--- config.mk ---
export PLATFORM = sky130hd
export DESIGN_NAME = uart_tx_stream
export DESIGN_NICKNAME = d
export VERILOG_FILES = /design/src/rtl/uart_tx_stream.sv
export SDC_FILE = /design/constraint.sdc
export NUM_CORES = 1
export LEC_CHECK = 0
export ABC_AREA = 0
export ABC_CLOCK_PERIOD_IN_PS = 2300
export BUFFER_PORTS_ARGS = -buffer_cell sky130_fd_sc_hd__buf_2
export CAP_MARGIN = 20
export CORE_MARGIN = 5
export CORE_UTILIZATION = 30
export CTS_CLUSTER_SIZE = 14
export DETAILED_ROUTE_END_ITERATION = 16
export PLACE_DENSITY = 0.48
export SYNTH_ARGS = -nofsm -noshare
export SYNTH_HDL_FRONTEND = slang
export SYNTH_SLANG_ARGS = --single-unit
--- constraint.sdc ---
create_clock -name clk -period 2.3 [get_ports clk]
set_clock_uncertainty 0.2 [all_clocks]
set_input_delay 0.23 -clock clk [delete_from_list [all_inputs] [get_ports clk]]
set_output_delay 0.23 -clock clk [all_outputs]
set_load 0.1 [all_outputs]
--- src/rtl/uart_tx_stream.sv ---
// Byte-stream UART transmitter: start, 8 data bits LSB-first,
// optional even parity, 1 or 2 stop bits, registered outputs.
module uart_tx_stream #(
    parameter int CLK_DIV   = 434,
    parameter int PARITY_EN = 0,
    parameter int STOP_BITS = 1
) (
    input  logic       clk,
    input  logic       rst_n,
    input  logic       data_in_valid,
    input  logic [7:0] data_in,
    output logic       data_in_ready,
    output logic       tx,
    output logic       tx_busy
);

    localparam int CW = $clog2(CLK_DIV);
    localparam logic [CW-1:0] CNT_MAX = CW'(CLK_DIV - 1);
    localparam logic [2:0] STOP_LAST = 3'(STOP_BITS - 1);

    typedef enum logic [2:0] {IDLE, START, DATA, PARITY, STOP} state_e;

    state_e        state_q, state_d;
    logic [CW-1:0] cnt_q, cnt_d;
    logic [2:0]    idx_q, idx_d;
    logic [7:0]    shift_q, shift_d;
    logic          par_q, par_d;
    logic          tx_q, tx_d;
    logic          busy_q, busy_d;
    logic          rdy_q, rdy_d;
    logic          hs;
    logic          bit_end;

    assign hs      = data_in_valid & rdy_q;
    assign bit_end = (cnt_q == CNT_MAX);

    always_ff @(posedge clk or negedge rst_n) begin
        if (!rst_n) begin
            state_q <= IDLE;
            cnt_q   <= '0;
            idx_q   <= '0;
            shift_q <= '0;
            par_q   <= 1'b0;
            tx_q    <= 1'b1;
            busy_q  <= 1'b0;
            rdy_q   <= 1'b0;
        end else begin
            state_q <= state_d;
            cnt_q   <= cnt_d;
            idx_q   <= idx_d;
            shift_q <= shift_d;
            par_q   <= par_d;
            tx_q    <= tx_d;
            busy_q  <= busy_d;
            rdy_q   <= rdy_d;
        end
    end

    always_comb begin
        state_d = state_q;
        cnt_d   = '0;
        idx_d   = idx_q;
        shift_d = shift_q;
        par_d   = par_q;
        if (state_q != IDLE) begin
            cnt_d = bit_end ? '0 : cnt_q + 1'b1;
        end
        case (state_q)
            IDLE: begin
                if (hs) begin
                    state_d = START;
                    shift_d = data_in;
                    par_d   = ^data_in;
                    idx_d   = '0;
                end
            end
            START: begin
                if (bit_end) begin
                    state_d = DATA;
                    idx_d   = '0;
                end
            end
            DATA: begin
                if (bit_end) begin
                    shift_d = shift_q >> 1;
                    if (idx_q == 3'd7) begin
                        state_d = (PARITY_EN != 0) ? PARITY : STOP;
                        idx_d   = '0;
                    end else begin
                        idx_d = idx_q + 3'd1;
                    end
                end
            end
            PARITY: begin
                if (bit_end) state_d = STOP;
            end
            STOP: begin
                if (bit_end) begin
                    if (idx_q != STOP_LAST) begin
                        idx_d = idx_q + 3'd1;
                    end else if (hs) begin
                        // Back-to-back: next start bit follows with no idle gap
                        state_d = START;
                        shift_d = data_in;
                        par_d   = ^data_in;
                        idx_d   = '0;
                    end else begin
                        state_d = IDLE;
                        idx_d   = '0;
                    end
                end
            end
            default: state_d = IDLE;
        endcase
    end

    // Outputs are computed from next state so the registers line up with it
    always_comb begin
        busy_d = (state_d != IDLE);
        rdy_d  = (state_d == IDLE) ||
                 ((state_d == STOP) && (cnt_d == CNT_MAX) &&
                  (idx_d == STOP_LAST));
        case (state_d)
            START:   tx_d = 1'b0;
            DATA:    tx_d = shift_d[0];
            PARITY:  tx_d = par_d;
            default: tx_d = 1'b1;
        endcase
    end

    assign data_in_ready = rdy_q;
    assign tx            = tx_q;
    assign tx_busy       = busy_q;

endmodule
==> results of run 1 <==
## through the flow
step	TNS, ns	hold slack (ns)	util (%)	instance area, µm²	power (W)
floorplan	0	-0.266	-	1650	0.00116
global placement	-0.175	0.0757	35.3	1910	0.00136
detailed placement	-0.249	0.0887	35.3	1910	0.00138
CTS	0	0.0110	37.7	2040	0.00169
global route	-1.24	0.0114	38.8	2090	0.00181
finish	0	0.00508	38.8	2090	0.00170
## power breakdown
part,internal (W),total [W],switching (W)
registers,0.000601,0.000697,0.0000955
clock network,0.000123,0.000281,0.000158
logic,0.000304,0.000722,0.000418
total,0.00103,0.00170,0.000671
## repair_timing
item,4_1_cts,5_1_grt
resized for setup,5,12
endpoints found under the hold margin,31,0
hold buffers,6,0
endpoints found under the setup margin,9,14
pin swaps,0,16
## path summary, 6_finish.rpt
check / slack, ns / end
min reg2reg: 0.28 / shift_q[6]
min: 0.005 / shift_q[1]
max: 0.05 / shift_q[1]
min in group asynchronous: 0.29 / cnt_q[7]
max reg2reg: 0.05 / shift_q[1]
max in group asynchronous: 1.14 / data_in_ready
## cell usage in the layout, fill, tap and decap left out, types with 2 or more instances in the layout
master	synthesis	routed
a211oi_1	3	2
a21oi_1	8	8
a2bb2oi_2	1	2
a32oi_1	7	5
a32oi_2	0	2
and3_1	3	3
and4_1	2	2
buf_2	0	13
buf_4	0	18
clkbuf_8	0	3
dfrtp_1	26	25
dlygate4sd3_1	0	6
ha_1	5	4
inv_1	7	7
mux2_2	2	2
nand2_1	22	20
nand2_2	0	2
nand2b_1	5	5
nand3_1	5	5
nand4_1	3	3
nor2_1	12	12
nor3_2	1	2
o21ai_0	7	6
o21ai_1	2	2
o22ai_1	2	2
or2_2	2	2
or3_1	4	3
xnor2_1	9	9
xor2_1	3	3
## registers in the layout, indices dropped and copies added (netlist names)
signal         count
cnt_q              9
data_in_ready      1
idx_q              3
par_q              1
shift_q            8
state_q            3
tx                 1
tx_busy            1
## routing by layer
metal,GRT usage (%),part of all wire [%],vias to the layer above
li1,-,-,706
met1,15.7,44,729
met2,20.4,50,29
met3,3.16,3.9,8
met4,3.51,2.0,0
met5,0,0,-
## layout make-up
| cell class | count | share of cell area, % |
|---|---|---|
| Multi-Input combinational cell | 134 | 47.3 |
| Sequential cell | 27 | 32.4 |
| Timing Repair Buffer | 37 | 12.4 |
| Tap cell | 72 | 4.30 |
| Clock buffer | 3 | 1.97 |
| Inverter | 7 | 1.25 |
| Clock inverter | 1 | 0.358 |
## cells in the mapped netlist, drive strengths merged (3+ instances only)
master   count  area [µm²]
or3          4        25.0
nand2       22        82.6
inv          7        26.3
nand2b       5        31.3
o21ai        9        45.0
a21oi        8        40.0
or2          3        18.8
xnor2        9        78.8
a2bb2oi      3        32.5
a32oi        7        61.3
clkbuf       7        26.3
nand3        6        35.0
xor2         3        26.3
mux2         3        37.5
a211oi       4        42.5
nand4        3        18.8
ha           5        62.6
and3         3        18.8
nor3         3        20.0
nor2        12        45.0
dfrtp       26         651
## critical path, cell delays in order (launching register included)
cell and delay, ns:
dfrtp_1 0.39, inv_1 0.06, ha_2 0.17, nor4b_4 0.35, nand3_2 0.23, a2bb2oi_2 0.21
or2_4 0.29, a32oi_2 0.18, nand2_1 0.07
## logic make-up (layout without fill, tap and decap cells)
family,count (synthesis),count (layout),synth area share (%)
compound gates,44,44,19.7
xor+xnor,12,12,6.38
fa+ha+maj,5,5,3.80
flops,27,27,41.1
simple gates,69,69,22.8
mux,4,4,2.89
buf+inv,15,48,3.42
==> flow_summary.ini, run 1 <==
[layout]
regArea_um2 = 678
fin_cells = 281
drive_gt1_share_pct = 29.7
fill_cells = 570
fin_nets = 226
synthToLayoutAreaGrowth_pct = 27.1
multi_input_area_um2 = 991
diodes = 0

[synthesis]
yosysUniqueCellTypes = 49
syn_nets = 192
netlist_instances = 176
synth-edff-count = 0
syn-cell-area_um2 = 1650
synth_async_sr_flop_share_pct = 100
synthFlopType = dfrtp_1
ys_ff_latch = 27
yosysWarnings = 0
avgSynthCellArea_um2 = 9.36
ys_seq_area_share_pct = 41.1

[power_and_ir_drop]
power.density_nw_per_um2 = 811
p_leak_nw = 0.893
peakVddDrop_uv = 433

[floorplan]
rows = 27
core_um2 = 5410
fp.dieH_um = 84.1
boundaryPins = 14
die_area_um2 = 7080
die_w_um = 84.1
start_util_pct = 30.5

[clocking]
cts_root_buffer = clkbuf_8
cts_setup_buffers = 0
cts_buffers = 3
clk_pin_slew_ns = 0.10
clk_latency_ns = 0.28
cts_buffer_depth = 2
cts_tree = built
cts.sinks = 27
htreeDepth = 1

[detailed_routing]
wl_um = 4210
wl_per_cell_um = 15.0
vias_per_cell = 5.24
drtIter0Drc = 79
first_pass_iters = 4
post-route-drc-count = 0
vias = 1472
drtAntennaViolNets = 0

[placed_design]
hpwl_um = 3040
post-place-cells = 271
portBuffers = 13
gp_congestion = 0.816
dp_worst_setup_slack_ns = -0.0721

[critical_path]
critical_path.endpoint_type = register
worstPathMaxFanout = 7
r2r-start = cnt_q[1]
crit_arrival_ns = 2.22
cp-start-kind = register
worstSetupStartpoint = cnt_q[1]
reg2regPathDepth = 8
required_ns = 2.27
critPathKind = reg -> reg

[grt]
grt_pass1_vias = 1518
grtUsageTotal_pct = 12.2
grt_max_degree = 28
grt_antenna_before_repair = 0
grt_overflow_total = 0
grt_pass1_wl_um = 7130

[hold_path]
min_from = data_in[1]
hold_path_class = in -> reg
holdPathStages = 3

[timing]
drv_slew = 0
finalHoldViolCount = 0
worstMarginPinSlew_ns = 0.641
fin_crit_sh_pct = 98.0
fin_ws_ns = 0.0463
min_period_ns = 2.25
rsz0062_at_grt = true
slew_headroom_pct = 57.3
fmax_ghz = 0.444
setup_viol = 0

[job]
cap_violations = 0

[status]
outcome = completed
Note: power is estimated with default switching activity, not from simulation.
==> run 2: changes to the inputs <==
ABC_CLOCK_PERIOD_IN_PS = 1800   (was 2300)
CORE_MARGIN = 2   (was 5)
REMOVE_ABC_BUFFERS = 1   (was default)
clock period = 1.8 ns   (was 2.3 ns; I/O delays follow)
==> run 2 against run 1 <==
The flow now finishes with violations (setup timing). Sequential share of layout area shrank 5.6 points. Total power up 44%. Flip-flop and latch count did not move. First-iteration DRC count increased by 23%. Setup slack worse by 0.49 ns. Combinational power up 69%. Count of clock-buffer cells in the layout stayed put. Worst hold slack better by 0.10 ns. Largest cell class unchanged. Largest power group unchanged.
==> flow_summary.ini, run 2 (synthesis gave the netlist of run 1 again) <==
[status]
outcome = finished, violations left
violations = setup timing

[clocking]
cts_root_buffer = clkbuf_8
htreeDepth = 1
cts.sinks = 27
clk_pin_slew_ns = 0.10
cts_buffers = 3
clk_latency_ns = 0.29
cts_tree = built
cts_buffer_depth = 2

[power_and_ir_drop]
intPower_w = 0.00148
power.density_nw_per_um2 = 971
power_switching_w = 0.000970
sequentialPowerShare_pct = 35.4
peakVddDrop_uv = 514
pwr-share-clk_pct = 15.0
total_power_w = 0.00245
comb_power_share_pct = 49.6
p_leak_nw = 1.12
sw_frac_of_total_pct = 39.5

[floorplan]
die_w_um = 78.1
die_area_um2 = 6100
boundaryPins = 14
start_util_pct = 31.7
core_um2 = 5200
rows = 26
fp.dieH_um = 78.1

[layout]
drive_gt1_share_pct = 47.1
top_register = cnt_q
final_cell_mix = 46 x buf_4, 26 x dfrtp_1, 18 x nand2_1, 13 x buf_2, 10 x nor2_1
fin_nets = 261
fin_cells = 314
largest_reg_flops = 9
reg_top3 = cnt_q x9, shift_q x8
layout_commonest_cell = buf_4
diodes = 0
synthToLayoutAreaGrowth_pct = 53.3

[detailed_routing]
vias = 1616
first_pass_iters = 4
drtIter0Drc = 97
wl_per_cell_um = 15.6
drtAntennaViolNets = 0
vias_per_cell = 5.15
post-route-drc-count = 0
wl_um = 4910

[critical_path]
rrSetupSlack_ns = -0.44
crit_path_end = data_in_ready
crit_chain = ha_2 -> nor4b_4 -> buf_4 -> a311o_1 -> a32oi_2 -> nand2_1 -> nor4_2 -> o21a_1
crit_path_max_incr_delay_ns = 0.40
worstPathMaxFanout = 3
path_delay_family = compound AO/OA/AOI/OAI gates
crit_buf_inv = 1
required_ns = 1.83
path_depth = 8
worstSetupStartpoint = cnt_q[0]
cp-start-kind = register
r2r-start = cnt_q[0]
reg2regPathDepth = 8
cp_slowest_cell = dfrtp_1
crit_arrival_ns = 2.27
critical_path.endpoint_type = register
r2r_end = data_in_ready
critPathKind = reg -> reg

[placed_design]
portBuffers = 13
hpwl_um = 3340
post-place-cells = 298
gp_congestion = 0.937

[timing]
fin_crit_sh_pct = 125
fin_ws_ns = -0.441
rsz0062_at_grt = true
drv_slew = 0
fmax_ghz = 0.446
finalHoldViolCount = 0
min_period_ns = 2.24
worstMarginPinSlew_ns = 0.629
slew_headroom_pct = 58.1
setup_viol = 27

[hold_path]
hold_path_class = in -> reg

[job]
cap_violations = 0

[grt]
grt_overflow_total = 0
grt_pass1_wl_um = 7960
grt_pass1_vias = 1655
grtUsageTotal_pct = 16.3
grt_antenna_before_repair = 0
grt_max_degree = 28
==> run 2: cell count changes in the layout (fill, tap and decap cells not counted), moves of 2 or more <==
cell	change
a21oi_1	-5
nand2_1	-2
nor2_1	-2
dlygate4sd3_1	+2
buf_6	+3
a21oi_2	+4
buf_4	+28
nand3_4	+2
nor3_4	+2
==> run 2: worst min path at each step <==
stage                     from          to  slack [ns]  cells after the start
floorplan                rst_n    cnt_q[0]       -0.32                      0
global placement         rst_n    cnt_q[4]        0.03                      1
detailed placement       rst_n    cnt_q[4]        0.04                      1
CTS                 data_in[0]  shift_q[0]        0.11                      4
global route        data_in[0]  shift_q[0]        0.12                      4
finish              data_in[0]  shift_q[0]        0.11                      4
==> run 2: area by class of cell <==
class / count / area (µm²)
Fill cell: 494 / 2680
Tap cell: 70 / 87.6
Inverter: 7 / 26.3
Sequential cell: 27 / 677
Clock buffer: 3 / 41.3
Multi-Input combinational cell: 134 / 1130
Clock inverter: 1 / 5.00
Timing Repair Buffer: 72 / 559
==> run 2: repair_timing <==
action	4_1_cts	5_1_grt
buffers inserted	8	2
endpoints found under the hold margin	33	0
hold buffers	8	0
pin swaps	10	24
gates resized for setup	23	30
setup endpoints to repair	26	27
==> run 2: stage by stage <==
step | TNS (ns) | util, % | worst slack [ns] | cell area, µm² | hold WS, ns
2_1_floorplan | -7.46 | - | -0.622 | 1620 | -0.316
4_1_cts | -5.76 | 46.3 | -0.383 | 2410 | 0.115
3_3_place_gp | -6.88 | 40.8 | -0.474 | 2120 | 0.0333
5_1_grt | -8.28 | 48.5 | -0.513 | 2530 | 0.122
3_5_place_dp | -7.51 | 40.8 | -0.527 | 2120 | 0.0407
6_report | -6.37 | 48.5 | -0.441 | 2530 | 0.107
==> run 2: tightest hold or removal path, stage by stage <==
cell and delay, ns:
buf_2 0.09, mux2_2 0.15, a22oi_2 0.05, nand2_2 0.08
==> run 2: power by group through the flow <==
stage | clock network, W | logic [W] | registers, W
3_3_place_gp | 0 | 0.00101 | 0.000872
4_1_cts | 0.000373 | 0.00116 | 0.000865
6_report | 0.000368 | 0.00122 | 0.000867
5_1_grt | 0.000407 | 0.00132 | 0.000889
2_1_floorplan | 0 | 0.000425 | 0.00104
3_5_place_dp | 0 | 0.00101 | 0.000873
==> run 2: routing by layer <==
metal / share of wire [%] / wire length [µm] / global-route usage (%)
met1: 47 / 2300 / 22.6
met2: 49 / 2420 / 27.1
met3: 2.3 / 111 / 1.72
met4: 1.5 / 75 / 4.56
met5: 0 / 0 / 0
==> run 3: changes to the inputs <==
CORE_MARGIN = 1   (was 2)
TNS_END_PERCENT = 100   (was default)
==> run 3 against run 2 <==
The run still ends with setup timing left. Flip-flop and latch count unchanged. Critical path depth unchanged. Routed wire length down 8.9%. Maximum frequency down 1.2%. Clock power down 3%. Via count down 3.6%. Total power down 2.0%. Register-to-register slack worse by 0.03 ns. Largest cell class unchanged. Global-route usage down 1.0 points. Final cell count down 0.64%. Critical endpoint unchanged. Largest power group unchanged. First-iteration DRC count down 9.3%. Die area down 5.1%.
==> flow_summary.ini, run 3 (synthesis gave the netlist of run 1 again) <==
[timing]
rsz0062_at_grt = true
slew_headroom_pct = 58.7
fmax_ghz = 0.441
finalHoldViolCount = 0
setup_viol = 27
drv_slew = 0
setup-tns-final_ns = -7.28
fin_ws_ns = -0.468
fin_crit_sh_pct = 126
worstMarginPinSlew_ns = 0.619
min_period_ns = 2.27

[hold_path]
holdPathStages = 4
hold_path_class = in -> reg
min_from = data_in[0]

[floorplan]
fp.dieH_um = 76.1
core_um2 = 5200
boundaryPins = 14
die_area_um2 = 5790
start_util_pct = 31.7
die_w_um = 76.1
rows = 26

[layout]
final_cell_mix = 44 x buf_4, 26 x dfrtp_1, 21 x nand2_1, 13 x buf_2
utilization_pct = 47.5
diodes = 0
reg_top3 = cnt_q x9, shift_q x8
layout_commonest_cell = buf_4
fill_cells = 517
top_register = cnt_q
fin_cells = 312
largest_reg_flops = 9
fin_nets = 259
synthToLayoutAreaGrowth_pct = 50.1
drive_gt1_share_pct = 45.0

[job]
cap_violations = 0

[power_and_ir_drop]
power_switching_w = 0.000943
intPower_w = 0.00146
peakVddDrop_uv = 374
p_leak_nw = 1.09
power.density_nw_per_um2 = 972
sw_frac_of_total_pct = 39.2
sequentialPowerShare_pct = 36.9
comb_power_share_pct = 48.3
pwr-share-clk_pct = 14.9
total_power_w = 0.00240

[placed_design]
dp_worst_setup_slack_ns = -0.501
hpwl_um = 3120
post-place-cells = 295
gp_congestion = 0.931
portBuffers = 13

[critical_path]
crit_path_max_incr_delay_ns = 0.40
cp_slowest_cell = dfrtp_1
cp_common_cell = buf_4
critPathKind = reg -> reg
reg2regPathDepth = 8
required_ns = 1.81
cp-start-kind = register
crit_arrival_ns = 2.28
r2r_end = data_in_ready
critical_path.endpoint_type = register
crit_path_end = data_in_ready
rrSetupSlack_ns = -0.47
r2r-start = cnt_q[0]
crit_chain = buf_4 -> buf_4 -> and4_1 -> a311o_1 -> a32oi_2 -> nand2_1 -> nor4_2 -> o21a_1
worstPathMaxFanout = 4
worstSetupStartpoint = cnt_q[0]

[detailed_routing]
wl_um = 4470
vias_per_cell = 4.99
post-route-drc-count = 0
first_pass_iters = 4
drtAntennaViolNets = 0
drtIter0Drc = 88
wl_per_cell_um = 14.3
vias = 1558

[clocking]
cts_tree = built
cts_root_buffer = clkbuf_8
cts.sinks = 27
cts_buffer_depth = 2
clk_pin_slew_ns = 0.10
htreeDepth = 1
clk_latency_ns = 0.28
cts_buffers = 3

[status]
violations = setup timing
outcome = finished, violations left

[grt]
grt_max_degree = 28
grt_antenna_before_repair = 0
grt_overflow_total = 0
grtUsageTotal_pct = 15.3
grt_pass1_vias = 1579
grt_pass1_wl_um = 7260
run 3: cell type report:
| cell class | count | area, µm² | share of cell area (%) |
|---|---|---|---|
| multi-input cells | 134 | 1100 | 44.6 |
| flip-flops and latches | 27 | 677 | 27.4 |
| repair buffers | 70 | 532 | 21.5 |
| well taps | 70 | 87.6 | 3.54 |
| clock buffers | 3 | 41.3 | 1.67 |
| inverters | 7 | 26.3 | 1.06 |
| clock inverters | 1 | 7.51 | 0.303 |
run 3: what timing repair did:
item / in CTS / in global routing
hold buffers: 8 / 0
setup buffers: 4 / 3
endpoints found under the setup margin: 26 / 27
endpoints found under the hold margin: 33 / 0
gates resized for setup: 20 / 29
pin swaps: 12 / 18
run 3: critical path: cells and delay by family (launching register included):
kind            cells  cell delay, ns
flops               1            0.40
buf+inv             2            0.28
simple gates        3            0.59
compound gates      3            0.74
run 3: power by group through the flow:
| stage | clock network (W) | registers [W] | logic [W] |
|---|---|---|---|
| CTS | 0.000370 | 0.000886 | 0.00105 |
| finish | 0.000358 | 0.000886 | 0.00116 |
| global placement | 0 | 0.000891 | 0.000960 |
| floorplan | 0 | 0.00104 | 0.000425 |
| global route | 0.000405 | 0.000914 | 0.00126 |
| detailed placement | 0 | 0.000897 | 0.000975 |
run 3: routing by layer:
| metal | vias up | wire [µm] | share of wire [%] | global-route usage (%) |
|---|---|---|---|---|
| met2 | 25 | 2170 | 49 | 25.5 |
| li1 | 771 | - | - | - |
| met5 | - | 0 | 0 | 0 |
| met4 | 0 | 90 | 2.0 | 4.81 |
| met3 | 8 | 95 | 2.1 | 1.80 |
| met1 | 754 | 2110 | 47 | 20.5 |
run 3: how the worst min path moves through the flow:
stage	end
floorplan	cnt_q[0]
global placement	cnt_q[4]
detailed placement	cnt_q[4]
CTS	shift_q[0]
global route	shift_q[0]
finish	shift_q[0]
run 3: metrics by stage:
step | cell area, µm² | hold WS (ns)
after CTS | 2330 | 0.127
after global routing | 2470 | 0.147
after detailed placement | 2100 | 0.0345
final | 2470 | 0.143
after floorplan | 1620 | -0.316
after global placement | 2100 | 0.0273
